**config.mk**
```make
export PLATFORM = sky130hd
export DESIGN_NAME = exec_stage
export DESIGN_NICKNAME = d
export VERILOG_FILES = /design/src/rtl/exec_stage.sv
export SDC_FILE = /design/constraint.sdc
export NUM_CORES = 1
export LEC_CHECK = 0
export CORE_MARGIN = 5
export CORE_UTILIZATION = 52
export DETAILED_ROUTE_END_ITERATION = 7
export GPL_TIMING_DRIVEN = 0
export PLACE_DENSITY_LB_ADDON = 0.1
export SLEW_MARGIN = 20
export SYNTH_ARGS = -nofsm -noshare
export SYNTH_HDL_FRONTEND = slang
export SYNTH_SLANG_ARGS = --single-unit
```
**constraint.sdc**
```tcl
create_clock -name clk -period 1.41 [get_ports clk]
set_input_delay 0.282 -clock clk [delete_from_list [all_inputs] [get_ports clk]]
set_output_delay 0.282 -clock clk [all_outputs]
set_load 0.05 [all_outputs]
```
**src/rtl/exec_stage.sv**
```systemverilog
// Execute/writeback stage for the 16-bit, 8-register datapath: single-cycle ALU ops plus an
// optional iterative shift-add multiplier enabled by defining EXEC_MUL_EN.
module exec_stage #(
    parameter  int unsigned MUL_CYCLES = 16,
    localparam int unsigned DW         = 16,
    localparam int unsigned RW         = 3,
    localparam int unsigned OW         = 4,
    localparam int unsigned SW         = 4
) (
    input  logic          clk,
    input  logic          rst,
    input  logic          issue_valid,
    output logic          issue_ready,
    input  logic [OW-1:0] opcode,
    input  logic [RW-1:0] dst_reg,
    input  logic [DW-1:0] op_a,
    input  logic [DW-1:0] op_b,
    output logic          wr_en,
    output logic [RW-1:0] wr_reg,
    output logic [DW-1:0] wr_data,
    output logic          flag_z,
    output logic          flag_c,
    output logic          illegal
);

    localparam logic [OW-1:0] OP_ADD  = 4'd0;
    localparam logic [OW-1:0] OP_SUB  = 4'd1;
    localparam logic [OW-1:0] OP_AND  = 4'd2;
    localparam logic [OW-1:0] OP_OR   = 4'd3;
    localparam logic [OW-1:0] OP_XOR  = 4'd4;
    localparam logic [OW-1:0] OP_SLL  = 4'd5;
    localparam logic [OW-1:0] OP_SRL  = 4'd6;
    localparam logic [OW-1:0] OP_PASS = 4'd8;

    // The multiplier retires exactly one multiplier bit per iteration.
    if (MUL_CYCLES != DW) begin : g_mul_cycles_check
        $error("exec_stage: MUL_CYCLES must equal the data width");
    end

    logic          issue_ready_q, issue_ready_d;
    logic          wr_en_q, wr_en_d;
    logic [RW-1:0] wr_reg_q, wr_reg_d;
    logic [DW-1:0] wr_data_q, wr_data_d;
    logic          flag_z_q, flag_z_d;
    logic          flag_c_q, flag_c_d;
    logic          illegal_q, illegal_d;

    logic          accept;
    logic [DW:0]   sum;
    logic [DW-1:0] alu_res;
    logic          alu_c;
    logic          alu_legal;

    logic          commit;
    logic [DW-1:0] commit_res;
    logic          commit_c;
    logic [RW-1:0] commit_dst;

`ifdef EXEC_MUL_EN
    localparam logic [OW-1:0] OP_MUL = 4'd7;
    localparam int unsigned   CW     = 4;

    typedef enum logic {ST_IDLE, ST_MUL} state_t;

    state_t        state_q, state_d;
    logic [DW-1:0] mcand_q, mcand_d;
    logic [DW-1:0] mplier_q, mplier_d;
    logic [DW-1:0] acc_q, acc_d;
    logic [CW-1:0] cnt_q, cnt_d;
    logic [RW-1:0] mdst_q, mdst_d;
    logic [DW-1:0] partial;
`endif

    assign accept = issue_valid && issue_ready_q;

    // Single-cycle ALU; opcode 7 is intercepted by the multiplier when it is built.
    always_comb begin
        sum       = {1'b0, op_a} + {1'b0, op_b};
        alu_res   = '0;
        alu_c     = 1'b0;
        alu_legal = 1'b1;
        case (opcode)
            OP_ADD:  begin
                alu_res = sum[DW-1:0];
                alu_c   = sum[DW];
            end
            OP_SUB:  begin
                alu_res = op_a - op_b;
                alu_c   = (op_a < op_b);
            end
            OP_AND:  alu_res = op_a & op_b;
            OP_OR:   alu_res = op_a | op_b;
            OP_XOR:  alu_res = op_a ^ op_b;
            OP_SLL:  alu_res = op_a << op_b[SW-1:0];
            OP_SRL:  alu_res = op_a >> op_b[SW-1:0];
            OP_PASS: alu_res = op_b;
            default: alu_legal = 1'b0;
        endcase
    end

    // Issue control, multiplier sequencing and writeback/flag update.
    always_comb begin
        issue_ready_d = 1'b1;
        wr_en_d       = 1'b0;
        wr_reg_d      = wr_reg_q;
        wr_data_d     = wr_data_q;
        flag_z_d      = flag_z_q;
        flag_c_d      = flag_c_q;
        illegal_d     = 1'b0;
        commit        = 1'b0;
        commit_res    = alu_res;
        commit_c      = alu_c;
        commit_dst    = dst_reg;
`ifdef EXEC_MUL_EN
        state_d  = state_q;
        mcand_d  = mcand_q;
        mplier_d = mplier_q;
        acc_d    = acc_q;
        cnt_d    = cnt_q;
        mdst_d   = mdst_q;
        partial  = mplier_q[0] ? mcand_q : '0;
`endif

        if (accept) begin
`ifdef EXEC_MUL_EN
            if (opcode == OP_MUL) begin
                state_d       = ST_MUL;
                mcand_d       = op_a;
                mplier_d      = op_b;
                acc_d         = '0;
                cnt_d         = '0;
                mdst_d        = dst_reg;
                issue_ready_d = 1'b0;
            end else
`endif
            if (alu_legal) begin
                commit = 1'b1;
            end else begin
                illegal_d = 1'b1;
            end
        end

`ifdef EXEC_MUL_EN
        if (state_q == ST_MUL) begin
            acc_d    = acc_q + partial;
            mcand_d  = mcand_q << 1;
            mplier_d = mplier_q >> 1;
            cnt_d    = cnt_q + CW'(1);
            if (cnt_q == CW'(MUL_CYCLES - 1)) begin
                state_d    = ST_IDLE;
                commit     = 1'b1;
                commit_res = acc_q + partial;
                commit_c   = 1'b0;
                commit_dst = mdst_q;
            end else begin
                issue_ready_d = 1'b0;
            end
        end
`endif

        // r0 is read-only: flags still follow the result, the write port does not.
        if (commit) begin
            flag_z_d = (commit_res == '0);
            flag_c_d = commit_c;
            if (commit_dst != '0) begin
                wr_en_d   = 1'b1;
                wr_reg_d  = commit_dst;
                wr_data_d = commit_res;
            end
        end
    end

    always_ff @(posedge clk or negedge rst) begin
        if (!rst) begin
            issue_ready_q <= 1'b0;
            wr_en_q       <= 1'b0;
            wr_reg_q      <= '0;
            wr_data_q     <= '0;
            flag_z_q      <= 1'b0;
            flag_c_q      <= 1'b0;
            illegal_q     <= 1'b0;
`ifdef EXEC_MUL_EN
            state_q       <= ST_IDLE;
            mcand_q       <= '0;
            mplier_q      <= '0;
            acc_q         <= '0;
            cnt_q         <= '0;
            mdst_q        <= '0;
`endif
        end else begin
            issue_ready_q <= issue_ready_d;
            wr_en_q       <= wr_en_d;
            wr_reg_q      <= wr_reg_d;
            wr_data_q     <= wr_data_d;
            flag_z_q      <= flag_z_d;
            flag_c_q      <= flag_c_d;
            illegal_q     <= illegal_d;
`ifdef EXEC_MUL_EN
            state_q       <= state_d;
            mcand_q       <= mcand_d;
            mplier_q      <= mplier_d;
            acc_q         <= acc_d;
            cnt_q         <= cnt_d;
            mdst_q        <= mdst_d;
`endif
        end
    end

    assign issue_ready = issue_ready_q;
    assign wr_en       = wr_en_q;
    assign wr_reg      = wr_reg_q;
    assign wr_data     = wr_data_q;
    assign flag_z      = flag_z_q;
    assign flag_c      = flag_c_q;
    assign illegal     = illegal_q;

endmodule

```
[After elaboration in Yosys (flattened, before gate mapping)]
Index checks and enable logic that the tools add are counted.
Cells by class
  add/sub/neg operators: 2
  magnitude comparators: 1
  eq/ne operators: 7
  shifts and indexed selects: 2
  muxes and demuxes: 9
  bitwise operators: 3
  reductions and logical operators: 6
Operators with widths (count)
  $pmux 16 s8: 1
  $add 16x16->17: 1
  $and 16x16->16: 1
  $logic_not 16->1: 1
  $lt 16x16->1: 1
  $or 16x16->16: 1
  $shl 16x4->16: 1
  $shr 16x4->16: 1
  $sub 16x16->16: 1
  $xor 16x16->16: 1
  $eq 4x3->1 const B: 3
  $eq 4x2->1 const B: 2
  $reduce_or 8->1: 1
  $mux 1: 7
  $eq 4x1->1 const B: 1
  $eq 4x4->1 const B: 1
  $logic_not 4->1: 1
  $reduce_bool 3->1: 1
  $pmux 1 s2: 1
  $reduce_and 2->1: 1
  $logic_and 1x1->1: 1
Word-level totals
  bits in registers: 24
  output and inout port bits: 24
  logic and storage cells: 37

[Longest topological paths before layout]
Gate-level depths: netlist (run 1).
  depth after elaboration: 6
  depth in mapped cells: 13
  depth with buffers taken out: 12

[Worst setup path after synthesis (run 1)]
No wires, ideal clock.
  path type: input to register
  start point: in op_b[2]
  end point: reg flag_z_q, in the netlist flag_z
  data arrival time: 2.805 ns
  setup slack: -1.471 ns
  cell stages on the path: 13
  cells stage by stage: inv_1 -> clkbuf_1 -> ha_1 -> buf_6 -> nor3_2 -> a2111oi_4 -> o21bai_4 -> a21oi_2 -> a221o_1 -> a2111oi_2 -> and4_1 -> nand4_1 -> o21ai_1
On the way
  word-level cells in the longest chain between the ends: 3
  elaborated cells between the ends (all ways): 9
RTL lines
  start, declared: RTL line 17  | input logic [DW-1:0] op_b,
  $sub 16x16->16, or another cell as far along: RTL line 88  | alu_res = op_a - op_b;
  $pmux 16 s8 *: RTL line 82  | case (opcode)
  $logic_not 16->1 *: RTL line 163  | flag_z_d = (commit_res == '0);
  end signal, assigned: RTL line 195  | flag_z_q <= flag_z_d;
  end, declared: RTL line 44  | logic flag_z_q, flag_z_d;
Every way passes the cells marked *; elsewhere a longest branch is shown, timed or not.
A chain may end at the register's enable or synchronous reset.

[Worst setup path after layout (run 1)]
  start point: in op_b[12]
  end point: reg flag_z_q, in the netlist flag_z
On the way
  word-level cells in the longest chain between the ends: 3
  elaborated cells between the ends (all ways): 7
RTL lines (RTL line)
  $sub 16x16->16, or another cell as far along: 88
  $pmux 16 s8 *: 82
  $logic_not 16->1 *: 163
Marked as above.

==> impl_results.md, run 1 <==
- Worst-path clk slew: 0.09 ns
- Final wirelength: 25300 um
- Final Hold Vio Count: 24
- Outcome: finished, violations left
- N_diodes: 0
- Iter 0 DRT Violations: 1151
- Max-slew violation count: 0
- First-pass GRT wire length: 36100 um
- Chip height: 108 um
- Combinational power share: 73.2%
- Placed Instances: 830
- CTS sink cnt: 24
- CTS tree: built
- Worst Setup Slack, final: -1.35 ns
- H-tree levels: 1
- Syn. warnings: 0
- Wire per inst: 28.2 um
- Syn Inst Count: 638
- Number of library cell types mapped by synthesis: 78
- Num rows: 35
- Async S/R FF share, synth: 100%
- Final net count: 866
- Initial antenna violation count: 0
- Routed Antenna Nets: 0
- Mapped cell area: 4980 um2
- Syn_nets: 735
- Worst Tran Pin Value: 0.693 ns
- TritonRoute pass-1 iters: 7
- Overall Global Routing Usage: 40.2%
- Vias in the first global route: 6448
- Fmax: 363 MHz
- Syn_area_per_cell: 7.81 um2
- Clock power share: 9.0%
- CTS Root Cell: clkbuf_8
- #FFs+latches synth: 24
- Area growth syn-to-layout: 53.3%
- Largest cells by area after synthesis: ha_1 13%, dfrtp_1 12%, mux2i_1 5.4%
- Commonest cells in the netlist: 65 x nor2_1, 53 x ha_1, 49 x inv_1
- RSZ-0062 raised after global routing: true
- Total gr overflow: 0
- Count leader, synth: nor2_1
- Die Wd: 108 um
- Internal power: 2.65 mW
- Critical path type: input pin to flip-flop
- Largest net degree at the start of global routing: 25
- Net Sw Frac: 49.8%
- Max Cap Viol: 0
- Vias per std cell: 7.42
- Period utilization: 195%
- Drc violations: 0
- Prevailing post-synth register cell: dfrtp_1
- Total CTS buffers: 3
- Failing checks: hold timing, setup timing
- Post-DP HPWL: 16500 um
- Synth area leader: ha_1
- Via count: 6658
- Final hold slack: -0.0122 ns
- Crit end category: flip-flop
- PortBufs: 63
- Final cell count without fillers: 897
- Placer Congestion: 1.04
- Yosys top cell area share: 13.3%
- Worst-skew pair later-pin latency: 0.27 ns
- Finished Cell Area: 7640 um2
- Share of layout cells above drive strength 1: 43.9%
- R2r setup slk: -0.06 ns
- Hold Path Class: input pin to asynchronous set/reset pin
- CP startpoint kind: input pin
- P_leak: 3.15 nW
- Max Buffers Root-to-Sink: 2
- Sequential share of power: 17.8%
- FILL cells: 567
- I/O pin count: 66
- Critical R2R Launch: issue_ready$_DFF_PN0_
- Max IR drop VDD: 0.922 mV
- Post-route minimum period: 2.76 ns
- EDFF count, synth: 0
- Worst Path Arrival: 2.96 ns
- Fin Clk Skew: 0.00427 ns
- Critical Path RT: 1.61 ns
- Worst reg2reg path endpoint: wr_data[10]$_DFFE_PN0P_
- Max reg flops: 16
- Register area share after synthesis: 12.1%
- Slew margin rel.: 53.3%
- Switching Power: 2.63 mW
- Crit-path max FO: 8
- Final setup violation count: 22
- Core Box Area: 9280 um2
- Starting Density: 53.7%
- # hold bufs at CTS: 0
- Pwr dens: 691 nW/um2
- Worst R2R Path Depth: 5
- Cell Area, Placed: 6030 um2
- DIE AREA: 11600 um2
placed cells by master (no fill, tap or decap), types with 14 or more instances in the layout:
cell type	synthesis	layout
buf_4	4	68
ha_1	53	32
inv_1	49	32
o21ai_0	26	18
nor3_1	20	16
nor2_1	65	61
a21oi_1	45	29
nand2_1	35	32
buf_6	4	21
o211ai_1	14	14
mux2i_1	27	25
ha_4	0	14
clkdlybuf4s15_2	0	20
dfrtp_1	24	24
metrics by stage:
| step | setup slack (ns) | power [mW] | util (%) | hold WS (ns) | TNS (ns) |
|---|---|---|---|---|---|
| 2_1_floorplan | -1.19 | 2.85 | - | -0.0136 | -14.89 |
| 3_3_place_gp | -2.60 | 3.79 | 64.9 | 0.485 | -43.66 |
| 3_5_place_dp | -2.70 | 3.85 | 65.0 | 0.496 | -47.13 |
| 4_1_cts | -1.12 | 4.91 | 79.8 | 0.515 | -13.97 |
| 5_1_grt | -1.41 | 5.45 | 82.3 | 0.0251 | -17.22 |
| 6_report | -1.35 | 5.28 | 82.3 | -0.0122 | -16.88 |
cell type report:
cell class	instances	area, um2	share of cell area (%)
multi-input combinational	518	4940	64.7
timing repair buffer	135	1250	16.4
sequential	24	601	7.86
buffer	37	403	5.28
inverter	50	223	2.92
tap	129	161	2.11
clock buffer	4	55.1	0.721
how the worst max path moves through the flow:
stage,from,to,slack (ns),cells past startpoint
floorplan,op_b[2],flag_z$_DFFE_PN0P_,-1.19,13
global placement,op_a[0],flag_z$_DFFE_PN0P_,-2.60,13
detailed placement,op_a[1],flag_z$_DFFE_PN0P_,-2.70,12
CTS,op_b[2],flag_z$_DFFE_PN0P_,-1.12,13
global route,op_b[2],flag_z$_DFFE_PN0P_,-1.41,13
finish,op_b[12],flag_z$_DFFE_PN0P_,-1.35,10
cell families after synthesis:
| kind of cell | count (synthesis) | share of synthesized area, % |
|---|---|---|
| AO/OA/AOI/OAI | 209 | 30.4 |
| AND/OR/NAND/NOR | 196 | 19.9 |
| buffers and inverters | 96 | 8.54 |
| multiplexers | 56 | 14.8 |
| adder cells (fa/ha/maj) | 55 | 14.1 |
| flip-flops | 24 | 12.1 |
| other | 1 | 0.0752 |
| XOR/XNOR | 1 | 0.176 |
per-layer routing:
metal	GRT usage (%)	share of wire [%]	up-vias
met1	50.5	36	3101
li1	-	-	2667
met4	23.7	8.8	0
met5	0	0	-
met3	9.84	13	238
met2	62.0	43	652
timing repair:
action	CTS	global route
resized for setup	403	45
pin swaps	83	36
endpoints found under the setup margin	47	28
gates cloned	2	0
setup buffers	57	16
power by group through the flow:
| stage | sequential (mW) | clock (mW) | combinational [mW] |
|---|---|---|---|
| 2_1_floorplan | 1.51 | 0 | 1.34 |
| 3_3_place_gp | 0.934 | 0 | 2.85 |
| 3_5_place_dp | 0.946 | 0 | 2.90 |
| 4_1_cts | 0.933 | 0.480 | 3.50 |
| 5_1_grt | 0.959 | 0.527 | 3.97 |
| 6_report | 0.938 | 0.476 | 3.87 |
critical path, cell delays in order:
cell             delay (ns)
clkdlybuf4s50_1        0.56
inv_1                  0.12
ha_4                   0.36
inv_1                  0.15
a21oi_1                0.45
o311ai_2               0.30
and4_4                 0.28
nor3_4                 0.18
nand4_1                0.11
o21ai_1                0.16
Note: power is estimated with default switching activity, not from simulation.
==> run 2: changes to the inputs <==
Settings changed: ABC_AREA set to 1, CORE_UTILIZATION 52 to 53.
Clock period 1.41 ns to 2.3 ns, I/O delays scaled along.
==> run 2 against run 1 <==
The flow finishes with violations (setup timing); sequential power fell by 43%; first-iteration DRC count fell by 36%; sequential cell count did not move; area after synthesis rose by 5.2%; sequential share of layout area rose by 0.88 points; combinational power fell by 54%; clock skew rose by 0.00055 ns; setup slack improved by 1.3 ns; power fell by 49%; register-to-register slack improved by 0.88 ns; via count rose by 6.3%; critical endpoint unchanged; largest power group unchanged; highest routed layer unchanged.
==> impl_results.md, run 2 <==
- Max IR drop VDD: 0.492 mV (-47%)
- Routed Antenna Nets: 0 (unchanged)
- Final wirelength: 22700 um (-10%)
- Syn. warnings: 0 (unchanged)
- Chip height: 109 um (+1.5%)
- Vias per std cell: 5.78 (-22%)
- Worst slack, placed: -1.22 ns (+1.48 ns)
- Slew margin rel.: 52.9% (-0.38 points)
- I/O pin count: 66 (unchanged)
- Overall Global Routing Usage: 36.3% (-3.9 points)
- Syn_nets: 1092 (+49%)
- N_diodes: 0 (unchanged)
- Worst-skew pair later-pin latency: 0.27 ns (about the same)
- Fin Clk Skew: 0.00481 ns (+0.000547 ns)
- Crit path cell chain: buf_12 > inv_6 > ha_4 > fa_2 > inv_2 > nand4_1 > nand3b_1 > buf_4 > nand2_1 > a21oi_1 > nor2_1 > nor2_1 > nand2_1 > nor2_1 > nand3_1 > nand2_1
- Worst Tran Pin Value: 0.702 ns (+0.00875 ns)
- Post-route minimum period: 2.34 ns
- Highest-count cells in the layout ignoring fill and taps: 337 x nand2_1, 143 x nand3_1, 107 x inv_1
- Placer Congestion: 1.04 (about the same)
- EDFF count, synth: 0 (unchanged)
- Commonest cells in the netlist: 363 x nand2_1, 155 x nand3_1, 128 x inv_1
- Syn Inst Count: 995 (+56%)
- Core Box Area: 9730 um2 (+4.8%)
- Largest net degree at the start of global routing: 25 (unchanged)
- Util after Layout: 70.6% (-12 points)
- GRT met2 Usage: 60.0% (-2.0 points)
- Total gr overflow: 0 (unchanged)
- Outcome: finished, violations left
- Max reg flops: 16 (unchanged)
- Wire per inst: 18.6 um (-34%)
- Async S/R FF share, synth: 100% (unchanged)
- Slowest stage delay, CP: 0.43 ns (-0.13 ns)
- Period utilization: 102%
- Vias in the first global route: 6431 (-0.26%)
- PortBufs: 65 (+3.2%)
- Worst Path Arrival: 2.56 ns (-0.40 ns)
- Critical path type: input pin to flip-flop
- Most Crowded Layer GR: met2
- Yosys top cell area share: 26.0% (+13 points)
- Starting Density: 53.9% (+0.22 points)
- First-pass GRT wire length: 33500 um (-7.2%)
- RSZ-0062 raised after global routing: true
- Commonest non-fill, non-tap cell in the layout: nand2_1
- Critical R2R Launch: issue_ready$_DFF_PN0_
- Failing checks: setup timing
- DIE AREA: 12000 um2 (+2.9%)
- Final cell count without fillers: 1224 (+36%)
- Worst Setup Slack, final: -0.0448 ns (+1.30 ns)
- H-tree levels: 1 (unchanged)
- Syn_area_per_cell: 5.27 um2 (-33%)
- Synth area leader: nand2_1
- Global-route track usage on met3: 5.93% (-3.9 points)
- Number of library cell types mapped by synthesis: 35 (-55%)
- Area growth syn-to-layout: 30.9%
- P_leak: 3.78 nW (+20%)
- CTS tree: built
- R2r setup slk: 0.82 ns (+0.88 ns)
- Worst R2R Path Depth: 6 (+1)
- Worst-path clk slew: 0.09 ns (about the same)
- Crit end category: flip-flop
- Hold Path Class: input pin to asynchronous set/reset pin
- Die Wd: 109 um (+1.5%)
- Iter 0 DRT Violations: 737 (-36%)
- Placed Instances: 1193 (+44%)
- Crit path buf inv count: 4 (+1)
- Critical Path RT: 2.52 ns (+0.91 ns)
- Count leader, synth: nand2_1
- Fmax: 426 MHz
- Mapped cell area: 5240 um2 (+5.2%)
- Prevailing post-synth register cell: dfrtp_1
- Final Hold Vio Count: 0 (-100%)
- CP startpoint kind: input pin
- Worst reg2reg path endpoint: wr_data[10]$_DFFE_PN0P_
- Crit-path max FO: 4 (-4)
- #FFs+latches synth: 24 (unchanged)
- Largest cells by area after synthesis: nand2_1 26%, nand3_1 15%, ha_1 13%
- Initial antenna violation count: 0 (unchanged)
- Final net count: 1189 (+37%)
- Max Cap Viol: 0 (unchanged)
- Crit-path slowest cell: fa_2
- Drc violations: 0 (unchanged)
- Total CTS buffers: 3 (unchanged)
- Pwr dens: 392 nW/um2 (-43%)
- Num rows: 36 (+2.9%)
- GRT met1 Usage: 46.3% (-4.2 points)
- Max Buffers Root-to-Sink: 2 (unchanged)
- TritonRoute pass-1 iters: 8 (+1)
- Share of layout cells above drive strength 1: 21.0% (-23 points)
- CTS Root Cell: clkbuf_8
- Max-slew violation count: 0 (unchanged)
- Via count: 7075 (+6.3%)
- # hold bufs at CTS: 0 (unchanged)
- Delay-heaviest family, CP: simple AND/OR/NAND/NOR gates
- Setup TNS Final: -0.0685 ns (+16.81 ns)
- Post-DP HPWL: 17500 um (+5.7%)
- CTS sink cnt: 24 (unchanged)
- Register area share after synthesis: 11.5% (-0.60 points)
- Final setup violation count: 2 (-91%)
## run 2: changes by cell type after synthesis, sizes merged, moves of 13 or more
cell / delta
mux2i: -27
nor2: +52
inv: +83
nor3: -13
mux2: -17
clkbuf: -19
nand3: +146
nand2: +329
## run 2: final cells by class
cell class	instances	area (um2)
Buffer	36	298
Clock buffer	3	41.3
Clock inverter	1	30.0
Fill cell	834	2860
Inverter	132	510
Multi-Input combinational cell	801	4420
Sequential cell	24	601
Tap cell	133	166
Timing Repair Buffer	94	797
## run 2: how the worst max path moves through the flow
stage,start,endpoint,cells past startpoint
floorplan,op_b[2],flag_z$_DFFE_PN0P_,17
global placement,op_b[1],flag_z$_DFFE_PN0P_,15
detailed placement,op_b[1],flag_z$_DFFE_PN0P_,15
CTS,opcode[2],flag_z$_DFFE_PN0P_,13
global route,op_b[5],flag_z$_DFFE_PN0P_,18
finish,op_a[0],flag_z$_DFFE_PN0P_,16
## run 2: metal layers
metal	wire length, um	vias to the layer above
met5	0	-
li1	-	3327
met1	8800	3199
met4	1360	0
met3	2340	119
met2	10200	430
## run 2: worst reg2reg max path, stage by stage, from the launching register on
cell and delay (ns):
dfrtp_1 0.37, nand2_1 0.11, a21oi_4 0.24, o31ai_2 0.22
buf_2 0.24, nand2_1 0.08, o21ai_0 0.08
## run 2: cells by family after synthesis
logic type | count (synthesis) | synth area share [%]
AOI/OAI and AO/OA | 78 | 8.26
adders and majority gates | 55 | 13.4
buffers and inverters | 170 | 13.6
other | 1 | 0.0715
xor gates and xnor gates | 1 | 0.167
DFF | 24 | 11.5
and+or+nand+nor | 666 | 53.1
## run 2: per-stage QoR
| step | hold slack, ns | total power [mW] | instance area, um2 |
|---|---|---|---|
| global route | 0.204 | 2.84 | 6870 |
| global placement | 0.455 | 2.01 | 6080 |
| detailed placement | 0.472 | 2.03 | 6080 |
| finish | 0.161 | 2.69 | 6870 |
| CTS | 0.492 | 2.51 | 6540 |
| floorplan | 0.164 | 1.51 | 5260 |
## run 2: where the power goes
part / switching [mW] / total (mW) / internal, mW / leakage (nW)
clock network: 0.143 / 0.376 / 0.233 / 0.0357
registers: 0.0393 / 0.531 / 0.492 / 0.312
logic: 1.17 / 1.78 / 0.615 / 3.43
total: 1.35 / 2.69 / 1.34 / 3.78
## run 2: repair_timing
item | 4_1_cts | 5_1_grt
endpoints found under the hold margin | 0 | 0
pin swaps | 25 | 47
setup endpoints to repair | 20 | 19
resized for setup | 158 | 146
gates cloned | 1 | 2
setup buffers | 10 | 16
